===== src/rtl/round_key_mem_pkg.sv =====
// rtl/round_key_mem_pkg.sv - shared AES key-schedule constants and key store state type
package round_key_mem_pkg;

  // Round-key index / round-count width
  localparam int NB             = 4;
  localparam int NR_128         = 10;
  localparam int NR_256         = 14;
  localparam int ROUND_KEY_BITS = 128;

`ifdef KEY_ZEROIZE_EN
  typedef enum logic [1:0] {ST_EMPTY, ST_LOADING, ST_READY, ST_ZEROIZE} key_state_e;
`else
  typedef enum logic [1:0] {ST_EMPTY, ST_LOADING, ST_READY} key_state_e;
`endif

endpackage


===== src/rtl/round_key_mem_key_ram.sv =====
// rtl/round_key_mem_key_ram.sv - simple dual-port round key array, registered read-first port
module key_ram #(
  parameter int KEY_W = 128,
  parameter int DEPTH = 15,
  parameter int AW    = 4
) (
  input  logic             clk,
  input  logic             we,
  input  logic [AW-1:0]    waddr,
  input  logic [KEY_W-1:0] wdata,
  input  logic             re,
  input  logic [AW-1:0]    raddr,
  output logic [KEY_W-1:0] rdata
);

  logic [KEY_W-1:0] mem [DEPTH];

  // Write port; callers guarantee waddr < DEPTH when we is high
  always_ff @(posedge clk) begin
    if (we) mem[waddr] <= wdata;
  end

  // Registered read; a same-edge write lands after the read, so collisions return old data
  always_ff @(posedge clk) begin
    if (re) rdata <= mem[raddr];
  end

endmodule


===== src/rtl/round_key_mem.sv =====
// rtl/round_key_mem.sv - round key store, 2-cycle pipelined reads; KEY_ZEROIZE_EN adds wipe on reset/rekey
module round_key_mem
  import round_key_mem_pkg::*;
#(
  parameter int KEY_W = ROUND_KEY_BITS,
  parameter int DEPTH = NR_256 + 1
) (
  input  logic             clk,
  input  logic             reset,
  input  logic             wr_en,
  input  logic [NB-1:0]    wr_addr,
  input  logic [KEY_W-1:0] wr_key,
  input  logic             key_load_done,
  input  logic [NB-1:0]    rounds_total,
  input  logic [NB-1:0]    round_key_no,
  input  logic             key_req,
  output logic [KEY_W-1:0] key,
  output logic             key_valid,
  output logic             keys_ready,
  output logic             req_err
);

`ifdef KEY_ZEROIZE_EN
  localparam key_state_e RESET_STATE = ST_ZEROIZE;
`else
  localparam key_state_e RESET_STATE = ST_EMPTY;
`endif

  key_state_e       state_q, state_d;
  logic [NB-1:0]    nr_q, nr_d;
  logic             s1_valid_q, s1_valid_d;
  logic             s1_oor_q, s1_oor_d;
  logic             s1_err_q, s1_err_d;
  logic [KEY_W-1:0] key_q, key_d;
  logic             key_valid_q, key_valid_d;
  logic             req_err_q, req_err_d;
  logic             keys_ready_q, keys_ready_d;

  logic             ram_we;
  logic [NB-1:0]    ram_waddr;
  logic [KEY_W-1:0] ram_wdata;
  logic             ram_re;
  logic [KEY_W-1:0] ram_rdata;

  logic             wr_in_range;
  logic             req_ok;
  logic             req_oor;

`ifdef KEY_ZEROIZE_EN
  // Wipe pointer, post-wipe destination, and the write that triggered a rekey wipe
  logic [NB-1:0]    zcnt_q, zcnt_d;
  logic             zdest_q, zdest_d;
  logic             pend_q, pend_d;
  logic [NB-1:0]    pend_addr_q, pend_addr_d;
  logic [KEY_W-1:0] pend_key_q, pend_key_d;
`endif

  assign wr_in_range = wr_en && (int'(wr_addr) < DEPTH);
  // A write in the same cycle takes priority and knocks the schedule out of READY
  assign req_ok      = key_req && (state_q == ST_READY) && !wr_en;
  assign req_oor     = (round_key_no > nr_q) || (int'(round_key_no) >= DEPTH);
  assign ram_re      = req_ok && !req_oor;

  // Schedule state machine and array write-port steering
  always_comb begin
    state_d   = state_q;
    nr_d      = nr_q;
    ram_we    = 1'b0;
    ram_waddr = wr_addr;
    ram_wdata = wr_key;
`ifdef KEY_ZEROIZE_EN
    zcnt_d      = zcnt_q;
    zdest_d     = zdest_q;
    pend_d      = pend_q;
    pend_addr_d = pend_addr_q;
    pend_key_d  = pend_key_q;
    case (state_q)
      ST_EMPTY, ST_READY: begin
        if (wr_en) begin
          state_d     = ST_ZEROIZE;
          zcnt_d      = '0;
          zdest_d     = 1'b1;
          pend_d      = wr_in_range;
          pend_addr_d = wr_addr;
          pend_key_d  = wr_key;
        end
      end
      ST_LOADING: begin
        if (pend_q) begin
          ram_we    = 1'b1;
          ram_waddr = pend_addr_q;
          ram_wdata = pend_key_q;
          pend_d    = 1'b0;
        end else begin
          ram_we = wr_in_range;
        end
        if (key_load_done) begin
          state_d = ST_READY;
          nr_d    = rounds_total;
        end
      end
      ST_ZEROIZE: begin
        ram_we    = 1'b1;
        ram_waddr = zcnt_q;
        ram_wdata = '0;
        zcnt_d    = zcnt_q + 1'b1;
        if (zcnt_q == NB'(DEPTH - 1)) state_d = zdest_q ? ST_LOADING : ST_EMPTY;
      end
      default: state_d = ST_EMPTY;
    endcase
`else
    ram_we = wr_in_range;
    case (state_q)
      ST_EMPTY, ST_READY: begin
        if (wr_en) state_d = ST_LOADING;
      end
      ST_LOADING: begin
        if (key_load_done) begin
          state_d = ST_READY;
          nr_d    = rounds_total;
        end
      end
      default: state_d = ST_EMPTY;
    endcase
`endif
  end

  // Read pipeline: request stage, then output register that holds key between hits
  always_comb begin
    s1_valid_d   = req_ok;
    s1_oor_d     = req_oor;
    s1_err_d     = key_req && (!req_ok || req_oor);
    key_valid_d  = s1_valid_q;
    req_err_d    = s1_err_q;
    key_d        = key_q;
    if (s1_valid_q) key_d = s1_oor_q ? '0 : ram_rdata;
    keys_ready_d = (state_d == ST_READY);
  end

  // State and pipeline registers with synchronous reset
  always_ff @(posedge clk) begin
    if (reset) begin
      state_q      <= RESET_STATE;
      nr_q         <= '0;
      s1_valid_q   <= 1'b0;
      s1_oor_q     <= 1'b0;
      s1_err_q     <= 1'b0;
      key_q        <= '0;
      key_valid_q  <= 1'b0;
      req_err_q    <= 1'b0;
      keys_ready_q <= 1'b0;
`ifdef KEY_ZEROIZE_EN
      zcnt_q       <= '0;
      zdest_q      <= 1'b0;
      pend_q       <= 1'b0;
      pend_addr_q  <= '0;
      pend_key_q   <= '0;
`endif
    end else begin
      state_q      <= state_d;
      nr_q         <= nr_d;
      s1_valid_q   <= s1_valid_d;
      s1_oor_q     <= s1_oor_d;
      s1_err_q     <= s1_err_d;
      key_q        <= key_d;
      key_valid_q  <= key_valid_d;
      req_err_q    <= req_err_d;
      keys_ready_q <= keys_ready_d;
`ifdef KEY_ZEROIZE_EN
      zcnt_q       <= zcnt_d;
      zdest_q      <= zdest_d;
      pend_q       <= pend_d;
      pend_addr_q  <= pend_addr_d;
      pend_key_q   <= pend_key_d;
`endif
    end
  end

  key_ram #(
    .KEY_W (KEY_W),
    .DEPTH (DEPTH),
    .AW    (NB)
  ) u_key_ram (
    .clk   (clk),
    .we    (ram_we),
    .waddr (ram_waddr),
    .wdata (ram_wdata),
    .re    (ram_re),
    .raddr (round_key_no),
    .rdata (ram_rdata)
  );

  assign key        = key_q;
  assign key_valid  = key_valid_q;
  assign keys_ready = keys_ready_q;
  assign req_err    = req_err_q;

endmodule

===== config.mk =====
export PLATFORM = sky130hd
export DESIGN_NAME = round_key_mem
export DESIGN_NICKNAME = d
export VERILOG_FILES = /design/src/rtl/round_key_mem_pkg.sv /design/src/rtl/round_key_mem_key_ram.sv /design/src/rtl/round_key_mem.sv
export SDC_FILE = /design/constraint.sdc
export NUM_CORES = 2
export LEC_CHECK = 0
export BUFFER_PORTS_ARGS = -buffer_cell sky130_fd_sc_hd__buf_2
export CORE_AREA = 2 2 351 388
export DETAILED_ROUTE_END_ITERATION = 12
export DIE_AREA = 0 0 353 390
export MAX_ROUTING_LAYER = met4
export PLACE_DENSITY = 0.79
export REMOVE_ABC_BUFFERS = 1
export SETUP_SLACK_MARGIN = 0.3
export SYNTH_ARGS = -nofsm -noshare
export SYNTH_HDL_FRONTEND = slang
export SYNTH_SLANG_ARGS = --single-unit

===== constraint.sdc =====
create_clock -name clk -period 23.2 [get_ports clk]
set_clock_uncertainty 0.15 [all_clocks]
set_input_delay 1.16 -clock clk [delete_from_list [all_inputs] [get_ports clk]]
set_output_delay 1.16 -clock clk [all_outputs]
set_load 0.01 [all_outputs]

After elaboration in Yosys (flattened, before gate mapping)
Memories as Yosys holds them, arrays and structs flattened. A register that Yosys moved wholly into a read port is not among the register bits. Cells that the tools add are included.

Memory bits (writable): 1920. Word-level logic and storage cells: 35. Memories kept: 1. Bits of input ports: 145. Flip-flop bits (word level): 140.

Reductions and logical operators: 13. Mux-type cells: 6. Eq/ne operators: 3. Magnitude comparators: 3.

Memories: u_key_ram.mem (words 15, bits a word 128, read ports 1, clocked after Yosys merged registers in 1, wr ports 1, RTL line round_key_mem_key_ram.sv:16) `logic [KEY_W-1:0] mem [DEPTH];`.

Operators with widths (number): $mux W128 (1); $logic_and A1 B1 Y1 (5); $eq A2 B2 Y1 const B (2); $ge A4 B4 Y1 const B (1); $gt A4 B4 Y1 (1); $lt A4 B4 Y1 const B (1); $mux W2 (2); $pmux W2 S2 (1); $logic_not A1 Y1 (3); $eq A2 B1 Y1 const B (1); $logic_not A2 Y1 (1); $logic_or A1 B1 Y1 (2); $mux W1 (2); $reduce_and A2 Y1 (1); $reduce_or A2 Y1 (1).

Longest topological paths before layout
Depth in word-level cells: 6. Depth in mapped cells: 10. Depth with buffers taken out: 6.

Hierarchy
A second synthesis with hierarchy kept.

Cells, all modules: 4291. Area total of the unflattened synthesis: 82157.5 sq um.

Modules (own cells, without submodules): key_ram (cells each 3682, seq. area each 61499.0 sq um, instances 1, area an instance 76940.0 sq um); round_key_mem (cells each 609, seq. area each 2802.7 sq um, instances 1, area an instance 5217.5 sq um).

Worst setup path after synthesis
Ideal clock, no wire load.

Path kind: input to register. Start point: in wr_addr[2]. End point: mem u_key_ram.mem[0][0] (enable). Buffers on the path: 0. Stages: 1. Arrival: 13.570 ns. Setup time: 0.943 ns. Slack: 8.536 ns. Cell sequence: nor4_1.

Longest elaborated chain between the ends: 4.

Ends and longest elaborated chain: start, declared (RTL line round_key_mem.sv:11) `input logic [NB-1:0] wr_addr,`; $lt A4 B4 Y1 (RTL line round_key_mem.sv:58) `assign wr_in_range = wr_en && (int'(wr_addr) < DEPTH);`; $logic_and A1 B1 Y1 (RTL line round_key_mem.sv:58); $mux W1 (RTL line round_key_mem_key_ram.sv:20) `if (we) mem[waddr] <= wdata;`; $mux W1 (implied by the code) (RTL line round_key_mem_key_ram.sv:20); end, declared (RTL line round_key_mem_key_ram.sv:16).

Parallel ways exist; a longest one is shown, timed or not.

Final worst setup path
Start point: in round_key_no[0]. End point: reg u_key_ram.rdata[102], read port of u_key_ram.mem (data pin).

Longest elaborated chain between the ends: 4. Elaborated cells on any way between the ends: 5. Those cells by class: order compare: 2; reduce/logical: 3.

Ends and longest elaborated chain: start, declared (RTL line round_key_mem.sv:15) `input logic [NB-1:0] round_key_no,`; $gt A4 B4 Y1 or $ge A4 B4 Y1 (tied branches) (RTL line round_key_mem.sv:61) `assign req_oor = (round_key_no > nr_q) || (int'(round_key_no) >= DEPTH);`; $logic_or A1 B1 Y1 (RTL line round_key_mem.sv:61); $logic_not A1 Y1 (RTL line round_key_mem.sv:62) `assign ram_re = req_ok && !req_oor;`; $logic_and A1 B1 Y1 (RTL line round_key_mem.sv:62); end, declared (RTL line round_key_mem_key_ram.sv:13) `output logic [KEY_W-1:0] rdata`.

Parallel ways exist; a longest one is shown, timed or not. A chain may end at the register's enable or synchronous reset.

==> results.cfg <==
[status]
status = complete, no violations

[grt]
antenna_found_initial = 46
grt_overflow_total = 0
track_usage_pct = 28.4
grt_pass1_wl_um = 277000
grt_max_degree = 160
grt_pass1_vias = 42600

[final_layout]
area_delta_synth_final_pct = 11.6
seq_area_um2 = 64300
final_layout_size_suffix_gt1_share_pct = 19.1
multi_input_area_um2 = 16700
final_nets = 4750
num-fill-cells = 8217

[sta]
setup_tns_ns = 0
fmax_mhz = 181
max_slew.worst_pin.slew_ns = 1.19
grt_setup_unrepaired = no
fin_crit_ns = 5.51
hold_slack_ns = 0.285
max_slew_margin_pct = 20.5
final_hold_viol_count = 0
final.period_utilization_pct = 23.8
setup_viol = 0
maxSlewViolCount = 0

[synthesis]
yosys.area.top_type = edfxtp_1
syn_avg_cell_area_um2 = 19.0
netlist_area_um2 = 82300
synth_cell_types = 31
synth_flop_cell = edfxtp_1
synth_edf_count = 2048
yosysWarnings = 0
yosysMostFrequentCell = edfxtp_1
yosysSeqAreaShare_pct = 78.2
synthTopCellsByCount = 2048 x edfxtp_1, 261 x mux2i_1, 260 x nor2b_1
ys_seq_elements = 2188
yosysTopAreaCellShare_pct = 74.8
netlist_instances = 4323
async_flop_share_pct = 0
synth.area.top_cells = edfxtp_1 75%, mux4_2 7.0%, dfxtp_1 3.4%

[cts]
cts_setup_buffers = 0
cts_root_buffer = clkbuf_16
cts_hold_buf = 0
htree_levels = 4
clock_latency_ns = 0.83
numCtsBuffers = 200
clk_path_buf_depth = 3
path_clk_slew_ns = 0.06
cts.sinks = 2188
ctsResizeCount = 0
tritoncts = done

[pwr]
powerDensity_nw_per_um2 = 86.6
ir_worst_vdd_mv = 0.0824
leakagePower_nw = 30.6

[placement]
io_buffers = 275
dpl.hpwl_um = 93400
gp_congestion = 0.747

[route]
via_count = 42600
dr.pass1.iters = 6
dr.first_iter.drc_count = 4982
viasPerCell = 6.47
drc = 0
wl_per_cell_um = 28.8
wl_um = 190000
ant_nets = 0

[floorplan]
fp.dieH_um = 390
fp-row-count = 141
io_pins = 276
start_util_pct = 61.5
core_area_um2 = 134000
die_area_um2 = 138000
die_w_um = 353

[worst_hold_path]
timing.hold.worst.class = reg -> reg

[worst_setup_path]
path_max_fanout = 62
endpoint_kind = flop
cp_data_arrival_time_ns = 5.90
required_ns = 23.59
worstSetupPathType = in -> reg
crit_path_start_kind = primary input

[job]
drv_cap = 0
per-layer routing:
| metal | GRT usage, % | wire (um) | up-vias |
|---|---|---|---|
| li1 | - | - | 18000 |
| met1 | 36.4 | 71000 | 22000 |
| met2 | 46.5 | 96700 | 2289 |
| met3 | 5.01 | 16900 | 369 |
| met4 | 9.92 | 5140 | 0 |
| met5 | - | 0 | - |
flip-flops by register name (all words and copies together), names as in the netlist:
name             flops
u_key_ram.mem     1920
key                128
u_key_ram.rdata    128
nr_q                 4
state_q              2
key_valid            1
key_valid_d          1
keys_ready           1
req_err              1
req_err_d            1
s1_oor_q             1
worst paths after layout:
kind | slack (ns) | endpoint | startpoint | depth (start not counted)
min reg2reg | 0.28 | req_err | req_err_d | 1
max reg2reg | 19.45 | u_key_ram.rdata[107] | nr_q[1] | 7
max | 17.69 | u_key_ram.rdata[102] | round_key_no[0] | 8
min | 0.28 | req_err | req_err_d | 1
cell families (layout without fill, tap and decap cells):
family / Yosys count / count (layout) / synth area share [%]
and+or+nand+nor: 559 / 559 / 3.80
other: 0 / 37 / 0
buffers and inverters: 280 / 718 / 1.72
adders and majority gates: 4 / 4 / 0.0608
DFF: 2188 / 2188 / 78.2
muxes: 517 / 517 / 10.2
AOI/OAI and AO/OA: 775 / 775 / 6.08
metrics by stage:
| stage | utilization [%] | worst slack [ns] | total power, mW | area [um^2] | std cells |
|---|---|---|---|---|---|
| 3_3_place_gp | 63.8 | 17.00 | 4.83 | 85300 | 6186 |
| 5_1_grt | 68.7 | 17.38 | 8.16 | 91800 | 6580 |
| 4_1_cts | 68.6 | 17.78 | 7.99 | 91700 | 6548 |
| 3_5_place_dp | 63.8 | 16.89 | 4.84 | 85300 | 6186 |
| 6_report | 68.7 | 17.69 | 7.96 | 91800 | 6585 |
| 2_1_floorplan | - | 8.54 | 4.67 | 80900 | 4049 |
report_power, final:
| part | internal (mW) | switching [mW] | total (mW) |
|---|---|---|---|
| Sequential | 4.39 | 0.0184 | 4.41 |
| Combinational | 0.126 | 0.229 | 0.355 |
| Clock | 1.82 | 1.37 | 3.19 |
cell type report:
type / instances / area share (%)
Tap cell: 1787 / 2.43
Inverter: 6 / 0.0300
Antenna cell: 37 / 0.101
Clock buffer: 285 / 6.22
Sequential cell: 2188 / 70.0
Clock inverter: 77 / 0.752
Timing Repair Buffer: 350 / 2.27
Multi-Input combinational cell: 1855 / 18.2
worst max-delay path, stage by stage:
cell and delay (ns):
buf_8 0.43, buf_4 0.73, buf_4 0.76, buf_4 0.86, buf_4 0.74, mux4_2 0.59, a22oi_1 0.20, o21ai_1 0.11
cell usage in the layout, fill, tap and decap left out, types with 5 or more instances in the layout:
cell	Yosys	final
clkinv_1	0	29
buf_12	0	9
mux4_2	256	256
mux2i_1	261	261
clkinv_8	0	5
inv_1	6	5
a31oi_1	128	128
a22oi_1	128	128
buf_4	41	66
a21oi_1	133	133
buf_2	51	271
dfxtp_1	140	139
a211o_1	128	128
clkinv_2	0	23
nor2_4	0	7
nand2b_1	134	133
nor2_1	142	135
bufinv_16	0	10
clkbuf_1	154	55
nor2b_1	260	258
nor3_2	0	7
o22ai_1	128	128
clkbuf_8	0	22
clkbuf_16	0	208
o21ai_1	128	128
edfxtp_1	2048	2048
diode_2	0	37
(Power assumes the default switching activity.)
